### src/rtl/map_tile_renderer.sv
`default_nettype none
// ============================================================================
//  Module      : map_tile_renderer
//  Description : Renders a ROWS x COLS logic map into a (ROWS*TILE) x
//                (COLS*TILE) pixel image. The image leaves one pixel per
//                valid/ready handshake, in raster order. Cells can be hidden
//                or matched, and the block draws a cursor dot and selection
//                borders. All inputs are snapshotted on start.
//  Options     : define CURSOR_BLINK_EN to blink the cursor every
//                BLINK_FRAMES frames.
//  Revision    : 1.0 - initial release
// ============================================================================
module map_tile_renderer #(
    parameter int                 COLS         = 4,
    parameter int                 ROWS         = 4,
    parameter int                 TILE         = 3,
    parameter int                 CELL_W       = 5,
    parameter int                 COLOR_W      = 3,
    parameter logic [COLOR_W-1:0] HIDDEN_COLOR = 3'b110,
    parameter logic [COLOR_W-1:0] CURSOR_COLOR = 3'b111,
    parameter logic [COLOR_W-1:0] SEL_COLOR    = 3'b101,
    parameter int                 BLINK_FRAMES = 8,
    localparam int                N            = ROWS * COLS,
    localparam int                IDX_W        = $clog2(N),
    localparam int                X_W          = $clog2(COLS * TILE),
    localparam int                Y_W          = $clog2(ROWS * TILE)
) (
    input  logic                    clk,
    input  logic                    reset,
    input  logic                    start,
    input  logic [N*CELL_W-1:0]     logic_map,
    input  logic [IDX_W-1:0]        cursor,
    input  logic [2*(IDX_W+1)-1:0]  selected,
    output logic                    pix_valid,
    input  logic                    pix_ready,
    output logic [X_W-1:0]          pix_x,
    output logic [Y_W-1:0]          pix_y,
    output logic [COLOR_W-1:0]      pix_color,
    output logic                    busy,
    output logic                    done
);

    localparam int                SUB_W      = $clog2(TILE);
    localparam int                SEL_W      = IDX_W + 1;
    localparam logic [SUB_W-1:0]  SUB_LAST   = SUB_W'(TILE - 1);
    localparam logic [SUB_W-1:0]  SUB_MID    = SUB_W'(TILE / 2);
    localparam logic [X_W-1:0]    X_LAST     = X_W'(COLS * TILE - 1);
    localparam logic [Y_W-1:0]    Y_LAST     = Y_W'(ROWS * TILE - 1);
    localparam logic [IDX_W-1:0]  ROW_REWIND = IDX_W'(COLS - 1);
    localparam logic [IDX_W:0]    N_EXT      = SEL_W'(N);

    typedef enum logic [1:0] {S_IDLE, S_RUN, S_DONE} state_t;

    state_t                   state_q, state_d;
    logic [N*CELL_W-1:0]      map_q, map_d;
    logic [IDX_W-1:0]         cursor_q, cursor_d;
    logic [2*SEL_W-1:0]       sel_q, sel_d;
    logic [SUB_W-1:0]         sub_x_q, sub_x_d, sub_y_q, sub_y_d;
    logic [IDX_W-1:0]         cell_q, cell_d;
    logic [X_W-1:0]           pix_x_q, pix_x_d;
    logic [Y_W-1:0]           pix_y_q, pix_y_d;
    logic [COLOR_W-1:0]       pix_color_q, pix_color_d;
    logic                     pix_valid_q, pix_valid_d;
    logic                     busy_q, busy_d;
    logic                     done_q, done_d;
    logic                     load;
    logic                     w_cursor_on;
    logic [CELL_W-1:0]        w_cell_bits;
    logic                     w_on_centre, w_on_edge, w_cursor_hit, w_sel_hit;
    logic [COLOR_W-1:0]       w_color;

`ifdef CURSOR_BLINK_EN
    localparam int            BLINK_W = $clog2(BLINK_FRAMES) + 1;
    logic [BLINK_W-1:0]       frame_cnt_q, frame_cnt_d;
    assign w_cursor_on = ~frame_cnt_q[BLINK_W-1];
`else
    assign w_cursor_on = 1'b1;
`endif

    // Frame sequencing, snapshot capture and raster counter advance
    always_comb begin
        state_d     = state_q;
        map_d       = map_q;
        cursor_d    = cursor_q;
        sel_d       = sel_q;
        sub_x_d     = sub_x_q;
        sub_y_d     = sub_y_q;
        cell_d      = cell_q;
        pix_x_d     = pix_x_q;
        pix_y_d     = pix_y_q;
        pix_valid_d = pix_valid_q;
        busy_d      = busy_q;
        done_d      = done_q;
        load        = 1'b0;
`ifdef CURSOR_BLINK_EN
        frame_cnt_d = frame_cnt_q;
`endif
        case (state_q)
            S_IDLE: begin
                if (start) begin
                    state_d     = S_RUN;
                    map_d       = logic_map;
                    cursor_d    = cursor;
                    sel_d       = selected;
                    sub_x_d     = '0;
                    sub_y_d     = '0;
                    cell_d      = '0;
                    pix_x_d     = '0;
                    pix_y_d     = '0;
                    pix_valid_d = 1'b1;
                    busy_d      = 1'b1;
                    load        = 1'b1;
                end
            end
            S_RUN: begin
                if (pix_valid_q && pix_ready) begin
                    if (pix_x_q == X_LAST && pix_y_q == Y_LAST) begin
                        state_d     = S_DONE;
                        pix_valid_d = 1'b0;
                        busy_d      = 1'b0;
                        done_d      = 1'b1;
                    end else begin
                        load = 1'b1;
                        if (pix_x_q == X_LAST) begin
                            // End of a pixel row: step back to the row's first
                            // cell, or move on to the next tile row.
                            pix_x_d = '0;
                            sub_x_d = '0;
                            pix_y_d = pix_y_q + Y_W'(1);
                            if (sub_y_q == SUB_LAST) begin
                                sub_y_d = '0;
                                cell_d  = cell_q + IDX_W'(1);
                            end else begin
                                sub_y_d = sub_y_q + SUB_W'(1);
                                cell_d  = cell_q - ROW_REWIND;
                            end
                        end else begin
                            pix_x_d = pix_x_q + X_W'(1);
                            if (sub_x_q == SUB_LAST) begin
                                sub_x_d = '0;
                                cell_d  = cell_q + IDX_W'(1);
                            end else begin
                                sub_x_d = sub_x_q + SUB_W'(1);
                            end
                        end
                    end
                end
            end
            S_DONE: begin
                done_d  = 1'b0;
                state_d = S_IDLE;
`ifdef CURSOR_BLINK_EN
                frame_cnt_d = frame_cnt_q + BLINK_W'(1);
`endif
            end
            default: state_d = S_IDLE;
        endcase
    end

    // Colour for the pixel the counters present next, from the snapshot
    always_comb begin
        w_cell_bits  = map_d[cell_d*CELL_W +: CELL_W];
        w_on_centre  = (sub_x_d == SUB_MID) && (sub_y_d == SUB_MID);
        w_on_edge    = (sub_x_d == '0) || (sub_x_d == SUB_LAST) ||
                       (sub_y_d == '0) || (sub_y_d == SUB_LAST);
        w_cursor_hit = w_cursor_on && ({1'b0, cursor_d} < N_EXT) &&
                       (cursor_d == cell_d) && w_on_centre;
        w_sel_hit    = 1'b0;
        for (int k = 0; k < 2; k++) begin
            w_sel_hit = w_sel_hit |
                        (sel_d[k*SEL_W + IDX_W] &&
                         ({1'b0, sel_d[k*SEL_W +: IDX_W]} < N_EXT) &&
                         (sel_d[k*SEL_W +: IDX_W] == cell_d));
        end
        if (w_cursor_hit)
            w_color = CURSOR_COLOR;
        else if (w_sel_hit && w_on_edge)
            w_color = SEL_COLOR;
        else if (w_cell_bits[4])
            w_color = '0;
        else if (!w_cell_bits[3])
            w_color = HIDDEN_COLOR;
        else
            w_color = COLOR_W'(w_cell_bits[2:0]);
        pix_color_d = load ? w_color : pix_color_q;
    end

    // State and output registers, cleared by synchronous reset
    always_ff @(posedge clk) begin
        if (reset) begin
            state_q     <= S_IDLE;
            map_q       <= '0;
            cursor_q    <= '0;
            sel_q       <= '0;
            sub_x_q     <= '0;
            sub_y_q     <= '0;
            cell_q      <= '0;
            pix_x_q     <= '0;
            pix_y_q     <= '0;
            pix_color_q <= '0;
            pix_valid_q <= 1'b0;
            busy_q      <= 1'b0;
            done_q      <= 1'b0;
`ifdef CURSOR_BLINK_EN
            frame_cnt_q <= '0;
`endif
        end else begin
            state_q     <= state_d;
            map_q       <= map_d;
            cursor_q    <= cursor_d;
            sel_q       <= sel_d;
            sub_x_q     <= sub_x_d;
            sub_y_q     <= sub_y_d;
            cell_q      <= cell_d;
            pix_x_q     <= pix_x_d;
            pix_y_q     <= pix_y_d;
            pix_color_q <= pix_color_d;
            pix_valid_q <= pix_valid_d;
            busy_q      <= busy_d;
            done_q      <= done_d;
`ifdef CURSOR_BLINK_EN
            frame_cnt_q <= frame_cnt_d;
`endif
        end
    end

    assign pix_valid = pix_valid_q;
    assign pix_x     = pix_x_q;
    assign pix_y     = pix_y_q;
    assign pix_color = pix_color_q;
    assign busy      = busy_q;
    assign done      = done_q;

endmodule
`default_nettype wire
### config.mk
export PLATFORM = sky130hd
export DESIGN_NAME = map_tile_renderer
export DESIGN_NICKNAME = d
export VERILOG_FILES = /design/src/rtl/map_tile_renderer.sv
export SDC_FILE = /design/constraint.sdc
export NUM_CORES = 1
export LEC_CHECK = 0
export CAP_MARGIN = 20
export CORE_MARGIN = 3
export CORE_UTILIZATION = 52
export CTS_CLUSTER_SIZE = 24
export DETAILED_ROUTE_END_ITERATION = 8
export HOLD_SLACK_MARGIN = 0.03
export PLACE_DENSITY = 0.8
export SLEW_MARGIN = 10
export SYNTH_ARGS = -nofsm -noshare
export SYNTH_HDL_FRONTEND = slang
export SYNTH_SLANG_ARGS = --single-unit
### constraint.sdc
create_clock -name clk -period 3.8 [get_ports clk]
set_input_delay 0.38 -clock clk [delete_from_list [all_inputs] [get_ports clk]]
set_output_delay 0.38 -clock clk [all_outputs]
set_load 0.02 [all_outputs]
==> reports/metrics.csv, run 1 <==
stage;metric;value;unit
outcome;outcome;finished clean;
synth;count of state elements after synthesis;117;
routing;Routed WL per cell;18.6;µm
timing;final setup TNS;0;ns
global_routing;GRT Total Usage;29.7;%
final_layout;Nets;955;
clock_tree;CTS sink count;117;
power_and_ir_drop;IR drop worst, VDD;0.000334;V
routing;Routed WL;18700;µm
timing;RSZ-0062 raised after global routing;false;
timing;final period utilization;88.6;%
final_layout;area taken by multi-input logic gates;0.00321;mm²
synth;Area contributors post-synth;dfxtp_1 40%, nand2_1 13%, a21oi_1 8.9%;
clock_tree;CTS root buffer;clkbuf_8;
critical_path;critical path class;reg -> reg;
routing;drt initial violations;444;
clock_tree;CTS buffer count;17;
synth;Post-Syn Nets;856;
placement;DP HPWL;13200;µm
timing;clock skew;0.0134;ns
synth;sequential cell area fraction in the yosys report;40.1;%
timing;Final setup viols;0;
placement;Port Buffers;111;
floorplanning;row cnt;38;
clock_tree;TritonCTS clock tree;built;
timing;Tmin final;3.37;ns
synth;mapped cell area;0.00584;mm²
final_layout;register area;0.00234;mm²
global_routing;first-pass GRT wire length;29700;µm
synth;Post-Synthesis Cells;755;
floorplanning;die footprint;0.0125;mm²
final_layout;share of cells above drive strength 1;9.82;%
routing;detailed-route via count;6010;
final_layout;Area growth, synth to finish;31.5;%
routing;DRT antenna net count;0;
synth;Post-synth top flop;dfxtp_1;
timing;Slew Limit Headroom;41.2;%
global_routing;largest net degree at the start of global routing;82;
synth;syn_area_per_cell;7.73;µm²
synth;Synth area leader;dfxtp_1;
floorplanning;die height;112;µm
floorplanning;core area;0.0109;mm²
power_and_ir_drop;Pleak;2.87;nW
timing;worst-margin pin slew;0.882;ns
global_routing;total grt overflow;0;
critical_path;Req. time, crit path;4.23;ns
synth;Ys Warns;0;
critical_path;worst path arrival time;3.80;ns
placement;Placer Congestion;0.978;
routing;first-pass iteration count of the detailed router;7;
clock_tree;H-tree Lvls;4;
critical_path;Worst setup SP type;flop;
routing;DR vias/cell;5.97;
routing;Remaining DRCs;0;
placement;Inst Count DP;975;
floorplanning;Initial Util;53.6;%
synth;Distinct cells, synth;70;
floorplanning;I/O pins;112;
clock_tree;Max Buffers Root-to-Sink;2;
floorplanning;die width;112;µm
global_routing;number of global-route vias before repair;5871;
job;Max-Cap Viols;0;
synth;asr flop ratio synth;0;%
synth;Post-synth EDFFs;0;
clock_tree;CTS clk-pin slew, worst paths;0.05;ns
timing;Final Hold Viols;0;
power_and_ir_drop;power density cells;427;mW/mm²
final_layout;Final Non-Filler Cells;1006;
min_path;hold crit path type;in -> reg;
final_layout;fill count;900;
final_layout;number of diodes;0;
critical_path;critical-path maximum fanout;15;
synth;Synth top area share;40.1;%
timing;fmax;297;MHz
critical_path;CP endpoint kind;flop;
timing;Final Max Slew Viols;0;
global_routing;initial antenna violation count;0;
clock_tree;clk_lat worst skew;0.53;ns
-- report_power, final --
| part | switching [mW] | internal (mW) |
|---|---|---|
| Combinational | 0.203 | 0.197 |
| Clock | 0.542 | 1.00 |
| Sequential | 0.0414 | 1.29 |
| Total | 0.786 | 2.49 |
-- cell type report --
cell class                 count  area share (%)
multi-input combinational    571            41.8
sequential                   117            30.5
timing repair buffer         141            17.7
clock buffer                  20            5.67
tap                          140            2.28
clock inverter                11            1.74
inverter                       6           0.293
-- cell usage after synthesis (3+ instances only) --
master	count
xor2_1	5
and3_1	17
a2111oi_2	3
nand2b_1	3
a22oi_1	3
inv_1	6
a32oi_1	4
clkbuf_1	41
nor3_1	16
o21ai_0	28
a21boi_0	3
o22ai_1	3
ha_1	3
buf_1	4
o211ai_1	8
nand4_1	4
a2111oi_0	11
a21o_1	5
a31oi_1	5
nor2b_1	7
or3_1	4
mux2_2	5
buf_6	4
a32o_1	4
buf_2	10
a211oi_1	13
o31ai_1	3
nor2_1	31
mux2i_1	12
nand2_1	195
xnor2_1	11
nand3_1	14
dfxtp_1	117
a21oi_1	104
-- repair_timing --
action / 4_1_cts / 5_1_grt
buffers inserted: 0 / 0
resized for setup: 0 / 1
hold buffers: 0 / 0
endpoints found under the setup margin: 0 / 1
-- stage by stage --
stage | area, µm² | utilization, % | worst slack (ns) | hold slack [ns] | power [mW]
6_report | 7680 | 70.5 | 0.433 | 0.394 | 3.28
5_1_grt | 7680 | 70.5 | 0.0854 | 0.392 | 3.39
4_1_cts | 7680 | 70.5 | 0.338 | 0.379 | 3.29
3_5_place_dp | 7110 | 65.3 | 0.289 | 0.444 | 1.75
3_3_place_gp | 7110 | 65.3 | 0.370 | 0.441 | 1.74
2_1_floorplan | 5840 | - | 0.927 | 0.428 | 1.56
-- routing by layer --
layer | vias up | share of wire, % | global-route usage (%)
li1 | 2878 | - | -
met1 | 2878 | 42 | 35.8
met2 | 208 | 50 | 51.3
met3 | 46 | 4.8 | 6.25
met4 | 0 | 3.0 | 12.3
met5 | - | 0 | 0
-- worst max-delay path: stages (launching register included) --
cell and delay (ns):
dfxtp_1 0.42, ha_1 0.24, nand3b_1 0.29, a21oi_2 0.32, a21o_1 0.19, nand2_1 0.39
a2111oi_2 0.47, o32ai_1 0.20, o21ai_0 0.35, o21ai_0 0.16, a211oi_1 0.24
-- registers in the layout, summed over array words and instances, names as in the netlist --
name	count
state_q	2
cell_q	4
sub_x_q	2
cursor_q	4
pix_y	4
sub_y_q	2
pix_color	3
map_q	80
pix_x	4
done	1
sel_q	10
busy	1
-- cells in the final DEF, fill, tap and decap left out, types with 5 or more instances in the layout --
master,count
a31oi_1,5
o21ai_0,28
mux2_2,5
clkdlybuf4s50_1,110
nor2b_1,7
o211ai_1,8
xor2_1,5
buf_4,29
nand3_1,14
clkbuf_16,16
dfxtp_1,117
inv_1,6
clkinv_2,7
mux2i_1,12
nor2_1,31
a21o_1,5
a211oi_1,13
a21oi_1,104
nor3_1,15
nand2_1,195
and3_1,17
a2111oi_0,11
xnor2_1,11
-- kinds of logic (layout without fill, tap and decap cells) --
group | Yosys count | count (layout) | synth area share [%]
AOI/OAI and AO/OA | 225 | 225 | 25.3
xor gates and xnor gates | 16 | 16 | 2.40
adders and majority gates | 3 | 3 | 0.643
buffers and inverters | 67 | 178 | 5.16
DFF | 117 | 117 | 40.1
muxes | 17 | 17 | 3.02
and+or+nand+nor | 310 | 310 | 23.4
-- path summary, 6_finish.rpt --
kind / endpoint / start / cells past startpoint / slack (ns)
worst max-delay path: pix_color[2] / pix_x[0] / 10 / 0.43
worst min-delay path: map_q[28] / logic_map[28] / 3 / 0.39
worst max register to register: pix_color[2] / pix_x[0] / 10 / 0.43
worst min register to register: map_q[40] / map_q[40] / 2 / 0.45
No activity file was read; power rests on OpenSTA's default activity.
==> inputs of run 2 (changes only) <==
Settings changed: CORE_MARGIN 3 to 2, TNS_END_PERCENT set to 100.
==> run 2 against run 1 <==
  * Sequential cell count stayed put
  * Clock-buffer cell count is 2 lower
  * Non-clock buffer count is 4 higher
  * Register-to-register slack worse by 0.10 ns
  * Worst hold slack better by 0.0020 ns
  * Critical path type unchanged
  * Largest cell class unchanged
==> reports/metrics.csv, run 2 (synthesized netlist as in run 1, its figures left out) <==
stage;metric;value;unit;change
final_layout;share of cells above drive strength 1;10.4;%;+0.63 points
routing;Routed WL per cell;18.5;µm;-0.52%
critical_path;R2R Setup Slk;0.33;ns;-0.10 ns
final_layout;max reg flops;80;;unchanged
routing;drt initial violations;475;;+7.0%
final_layout;register area;0.00234;mm²;unchanged
min_path;hold crit path type;in -> reg;;
clock_tree;CTS clk-pin slew, worst paths;0.06;ns;about the same
clock_tree;hold_buf cts;0;;unchanged
final_layout;fill count;837;;-7.0%
placement;Port Buffers;111;;unchanged
power_and_ir_drop;Pleak;2.88;nW;+0.36%
timing;final period utilization;91.4;%;+2.8 points
min_path;Hold EP;map_q[14];;
clock_tree;Max Buffers Root-to-Sink;2;;unchanged
placement;Placer Congestion;0.925;;-5.4%
timing;Setup WS post-layout;0.328;ns;-0.105 ns
critical_path;R2R Path Start;pix_x[0];;
global_routing;first-pass GRT wire length;29200;µm;-1.9%
critical_path;CP endpoint kind;flop;;
routing;Routed WL;18700;µm;about the same
clock_tree;CTS sink count;117;;unchanged
placement;Post-Place Setup Slack;0.120;ns;-0.169 ns
placement;DP HPWL;13400;µm;+1.2%
clock_tree;TritonCTS clock tree;built;;
min_path;Hold Crit Depth;3;;unchanged
final_layout;Area growth, synth to finish;32.4;%;
critical_path;critical path class;reg -> reg;;
power_and_ir_drop;Total Power;3.36;mW;+2.4%
clock_tree;CTS buffer count;17;;unchanged
routing;first-pass iteration count of the detailed router;5;;-2
routing;detailed-route via count;5968;;-0.70%
job;Max-Cap Viols;0;;unchanged
timing;Final setup viols;0;;unchanged
final_layout;Nets;959;;+0.42%
min_path;worst hold start;logic_map[14];;
outcome;outcome;finished clean;;
floorplanning;die height;110;µm;-1.8%
floorplanning;I/O pins;112;;unchanged
floorplanning;die width;110;µm;-1.8%
power_and_ir_drop;IR drop worst, VDD;0.000514;V;+54%
timing;worst-margin pin slew;0.822;ns;-0.0602 ns
timing;Tmin final;3.47;ns;+0.105 ns
timing;fmax;288;MHz;-3.0%
final_layout;most common cell after layout, fill and taps aside;nand2_1;;
routing;DRT antenna net count;0;;unchanged
timing;Final Hold Viols;0;;unchanged
floorplanning;row cnt;38;;unchanged
clock_tree;CTS root buffer;clkbuf_8;;
final_layout;Largest regs;map_q: 80 flops, sel_q: 10 flops;;
timing;Final Max Slew Viols;0;;unchanged
routing;DR vias/cell;5.90;;-1.2%
critical_path;FF-to-FF path depth;12;;+2
final_layout;most frequent cells in the layout;195 x nand2_1, 117 x dfxtp_1, 110 x clkdlybuf4s50_1;;
floorplanning;Initial Util;53.6;%;unchanged
clock_tree;clk_lat worst skew;0.52;ns;about the same
critical_path;critical-path maximum fanout;31;;+16
timing;final setup TNS;0;ns;unchanged
final_layout;Top reg by flops;map_q;;
critical_path;Worst setup SP type;flop;;
timing;RSZ-0062 raised after global routing;false;;
final_layout;number of diodes;0;;unchanged
floorplanning;die footprint;0.0121;mm²;-3.5%
final_layout;area taken by multi-input logic gates;0.00321;mm²;unchanged
power_and_ir_drop;power density cells;434;mW/mm²;+1.7%
floorplanning;core area;0.0109;mm²;unchanged
routing;Remaining DRCs;0;;unchanged
critical_path;worst path arrival time;3.90;ns;+0.10 ns
timing;worst hold margin;0.396;ns;+0.00196 ns
clock_tree;H-tree Lvls;4;;unchanged
timing;Slew Limit Headroom;45.2;%;+4.0 points
timing;clock skew;0.0117;ns;-0.00171 ns
critical_path;RR Endpoint;pix_color[0];;
global_routing;number of global-route vias before repair;5779;;-1.6%
global_routing;initial antenna violation count;0;;unchanged
global_routing;total grt overflow;0;;unchanged
global_routing;GRT Total Usage;31.8;%;+2.2 points
global_routing;largest net degree at the start of global routing;76;;-7.3%
critical_path;Req. time, crit path;4.23;ns;about the same
-- run 2: worst max path at each step --
| stage | start | endpoint | slack [ns] | depth (start not counted) |
|---|---|---|---|---|
| 5_1_grt | pix_x[0] | pix_color[2] | 0.15 | 11 |
| 3_5_place_dp | start | pix_color[2] | 0.12 | 11 |
| 2_1_floorplan | pix_x[0] | pix_color[0] | 0.93 | 12 |
| 6_report | pix_x[0] | pix_color[0] | 0.33 | 12 |
| 3_3_place_gp | start | pix_color[1] | 0.17 | 11 |
| 4_1_cts | pix_y[1] | pix_color[2] | 0.25 | 11 |
-- run 2: stage by stage --
stage	cells	area, µm²	util [%]
after floorplan	755	5840	-
after global placement	978	7120	65.4
after detailed placement	978	7120	65.4
after CTS	1010	7720	70.9
after global routing	1011	7730	71.0
final	1011	7730	71.0
-- run 2: power by group --
group          switching [mW]  internal [mW]  leakage, nW
Clock                   0.598           1.02        0.284
Combinational           0.203          0.200         1.64
Sequential             0.0437           1.29        0.958
-- run 2: area by class of cell --
| type | instances | area share [%] |
|---|---|---|
| Inverter | 6 | 0.291 |
| Multi-Input combinational cell | 571 | 41.5 |
| Sequential cell | 117 | 30.3 |
| Clock buffer | 18 | 5.53 |
| Clock inverter | 14 | 2.30 |
| Tap cell | 140 | 2.27 |
| Timing Repair Buffer | 145 | 17.8 |
-- run 2: worst max-delay path, cell delays in order, from the launching register on --
cell	delay, ns
dfxtp_1	0.35
ha_1	0.24
and3b_1	0.21
buf_4	0.18
a21o_1	0.22
or3_4	0.50
nand2_2	0.39
buf_4	0.22
a21oi_1	0.06
mux2_2	0.28
a2111oi_2	0.35
o21bai_1	0.13
a211oi_2	0.23
-- run 2: routing by layer --
layer	GRT usage, %	up-vias	wire, µm
met5	0	-	0
met4	16.8	0	739
met3	6.23	43	969
met2	52.1	237	8950
met1	39.5	2806	8040
li1	-	2882	-
-- run 2: what timing repair did --
item                                    CTS  global route
buffers inserted                          0             0
hold endpoints to repair                  0             0
endpoints found under the setup margin    0             1
resized for setup                         0             1
==> inputs of run 3 (changes only) <==
Settings changed: RECOVER_POWER set to 50, REMOVE_ABC_BUFFERS set to 1.
==> run 3 against run 2 <==
  * Worst hold slack worse by 0.12 ns
  * Sequential cell count stayed put
  * Total power down 4.4%
  * Non-clock buffer count down 15
  * Combinational power decreased by 1%
  * Largest cell class unchanged
==> reports/metrics.csv, run 3 (synthesized netlist as in run 1, its figures left out) <==
stage;metric;value;unit;change
timing;fmax;283;MHz;-1.6%
final_layout;Largest regs;map_q: 80 flops, sel_q: 10 flops;;
timing;Tmin final;3.53;ns;+0.0558 ns
critical_path;R2R Setup Slk;0.27;ns;-0.06 ns
routing;detailed-route via count;5927;;-0.69%
routing;first-pass iteration count of the detailed router;6;;+1
floorplanning;die width;110;µm;unchanged
final_layout;Area growth, synth to finish;29.6;%;
placement;Placer Congestion;0.930;;+0.55%
timing;Final Hold Viols;0;;unchanged
floorplanning;row cnt;38;;unchanged
min_path;hold crit path type;in -> reg;;
clock_tree;clk_lat worst skew;0.53;ns;about the same
final_layout;share of cells above drive strength 1;8.53;%;-1.9 points
clock_tree;hold_buf cts;0;;unchanged
floorplanning;Initial Util;53.6;%;unchanged
floorplanning;die footprint;0.0121;mm²;unchanged
critical_path;critical-path maximum fanout;31;;unchanged
final_layout;most frequent cells in the layout;195 x nand2_1, 117 x dfxtp_1, 110 x clkdlybuf4s50_1;;
clock_tree;TritonCTS clock tree;built;;
final_layout;number of diodes;0;;unchanged
placement;Port Buffers;111;;unchanged
global_routing;first-pass GRT wire length;26600;µm;-8.8%
power_and_ir_drop;power density cells;424;mW/mm²;-2.3%
routing;Remaining DRCs;0;;unchanged
routing;Routed WL;16500;µm;-12%
timing;RSZ-0062 raised after global routing;false;;
final_layout;max reg flops;80;;unchanged
timing;Slew Limit Headroom;39.7;%;-5.5 points
final_layout;post-route cell area;0.00757;mm²;-2.1%
clock_tree;setup repair bufs after CTS;0;;unchanged
critical_path;worst path arrival time;3.97;ns;+0.07 ns
timing;clock skew;0.00790;ns;-0.00380 ns
power_and_ir_drop;Pleak;2.78;nW;-3.5%
routing;DR vias/cell;5.95;;+0.81%
routing;DRT antenna net count;0;;unchanged
clock_tree;H-tree Lvls;4;;unchanged
critical_path;FF-to-FF path depth;10;;-2
clock_tree;post-cts sizing count;0;;unchanged
global_routing;total grt overflow;0;;unchanged
power_and_ir_drop;Total Power;3.21;mW;-4.4%
placement;DP HPWL;11300;µm;-16%
power_and_ir_drop;IR drop worst, VDD;0.000319;V;-38%
final_layout;fill count;915;;+9.3%
global_routing;GRT Total Usage;28.3;%;-3.5 points
clock_tree;Max Buffers Root-to-Sink;2;;unchanged
critical_path;Critical Path Source;pix_x[0];;
global_routing;initial antenna violation count;0;;unchanged
routing;Routed WL per cell;16.6;µm;-10%
critical_path;Req. time, crit path;4.25;ns;+0.02 ns
floorplanning;core area;0.0109;mm²;unchanged
final_layout;Nets;944;;-1.6%
timing;Final setup viols;0;;unchanged
global_routing;largest net degree at the start of global routing;118;;+55%
clock_tree;CTS root buffer;clkbuf_8;;
final_layout;Top reg by flops;map_q;;
final_layout;most common cell after layout, fill and taps aside;nand2_1;;
outcome;outcome;finished clean;;
clock_tree;CTS clk-pin slew, worst paths;0.06;ns;about the same
timing;Final Max Slew Viols;0;;unchanged
timing;final period utilization;92.8;%;+1.5 points
critical_path;critical path class;reg -> reg;;
placement;Placement Cell Area;0.00699;mm²;-1.8%
floorplanning;die height;110;µm;unchanged
floorplanning;I/O pins;112;;unchanged
critical_path;R2R Path Start;pix_x[0];;
critical_path;CP endpoint kind;flop;;
global_routing;number of global-route vias before repair;5509;;-4.7%
routing;drt initial violations;413;;-13%
clock_tree;CTS buffer count;17;;unchanged
job;Max-Cap Viols;0;;unchanged
clock_tree;CTS sink count;117;;unchanged
critical_path;worst setup path endpoint;pix_color[0];;
critical_path;RR Endpoint;pix_color[0];;
timing;worst-margin pin slew;0.903;ns;+0.0811 ns
critical_path;Worst setup SP type;flop;;
## run 3: layout make-up
type	count	area [µm²]	share of cell area [%]
Clock buffer	21	449	5.94
Clock inverter	11	103	1.36
Inverter	6	22.5	0.298
Multi-Input combinational cell	571	3200	42.3
Sequential cell	117	2340	31.0
Tap cell	140	175	2.32
Timing Repair Buffer	130	1270	16.8
## run 3: routing by layer
layer	wire (µm)	vias up	track usage, %	share of wire (%)
li1	-	2858	-	-
met1	6910	2807	35.4	42
met2	8130	227	47.7	49
met3	1140	35	6.88	6.9
met4	351	0	9.76	2.1
met5	0	-	0	0
## run 3: report_power, final
| group | internal, mW | switching [mW] | leakage [nW] | total (mW) |
|---|---|---|---|---|
| clock network | 0.900 | 0.580 | 0.253 | 1.48 |
| registers | 1.29 | 0.0391 | 0.958 | 1.33 |
| logic | 0.198 | 0.200 | 1.57 | 0.398 |
## run 3: worst max-delay path: stages (launching register included)
cell	delay, ns
dfxtp_1	0.34
ha_1	0.23
and3b_1	0.32
nor2_1	0.49
or3_4	0.43
nand2_2	0.31
a2111oi_2	0.44
o32ai_1	0.16
a2111oi_2	0.34
o21bai_1	0.14
a211oi_2	0.24
## run 3: through the flow
stage / setup TNS [ns] / worst slack, ns / std cells / hold WS, ns / utilization (%)
detailed placement: 0 / 0.344 / 963 / 0.444 / 64.2
floorplan: -386.41 / -5.31 / 694 / 0.422 / -
CTS: 0 / 0.316 / 995 / 0.381 / 69.3
finish: 0 / 0.272 / 996 / 0.274 / 69.5
global route: 0 / 0.00283 / 996 / 0.277 / 69.5
global placement: 0 / 0.371 / 963 / 0.439 / 64.2
## run 3: worst min path at each step
stage | endpoint | from | slack [ns] | cells after the start
after floorplan | map_q[66] | map_q[66] | 0.42 | 2
after global routing | sel_q[3] | reset | 0.28 | 2
after global placement | map_q[0] | map_q[0] | 0.44 | 2
final | sel_q[3] | reset | 0.27 | 2
after CTS | map_q[24] | logic_map[24] | 0.38 | 3
after detailed placement | map_q[59] | map_q[59] | 0.44 | 2
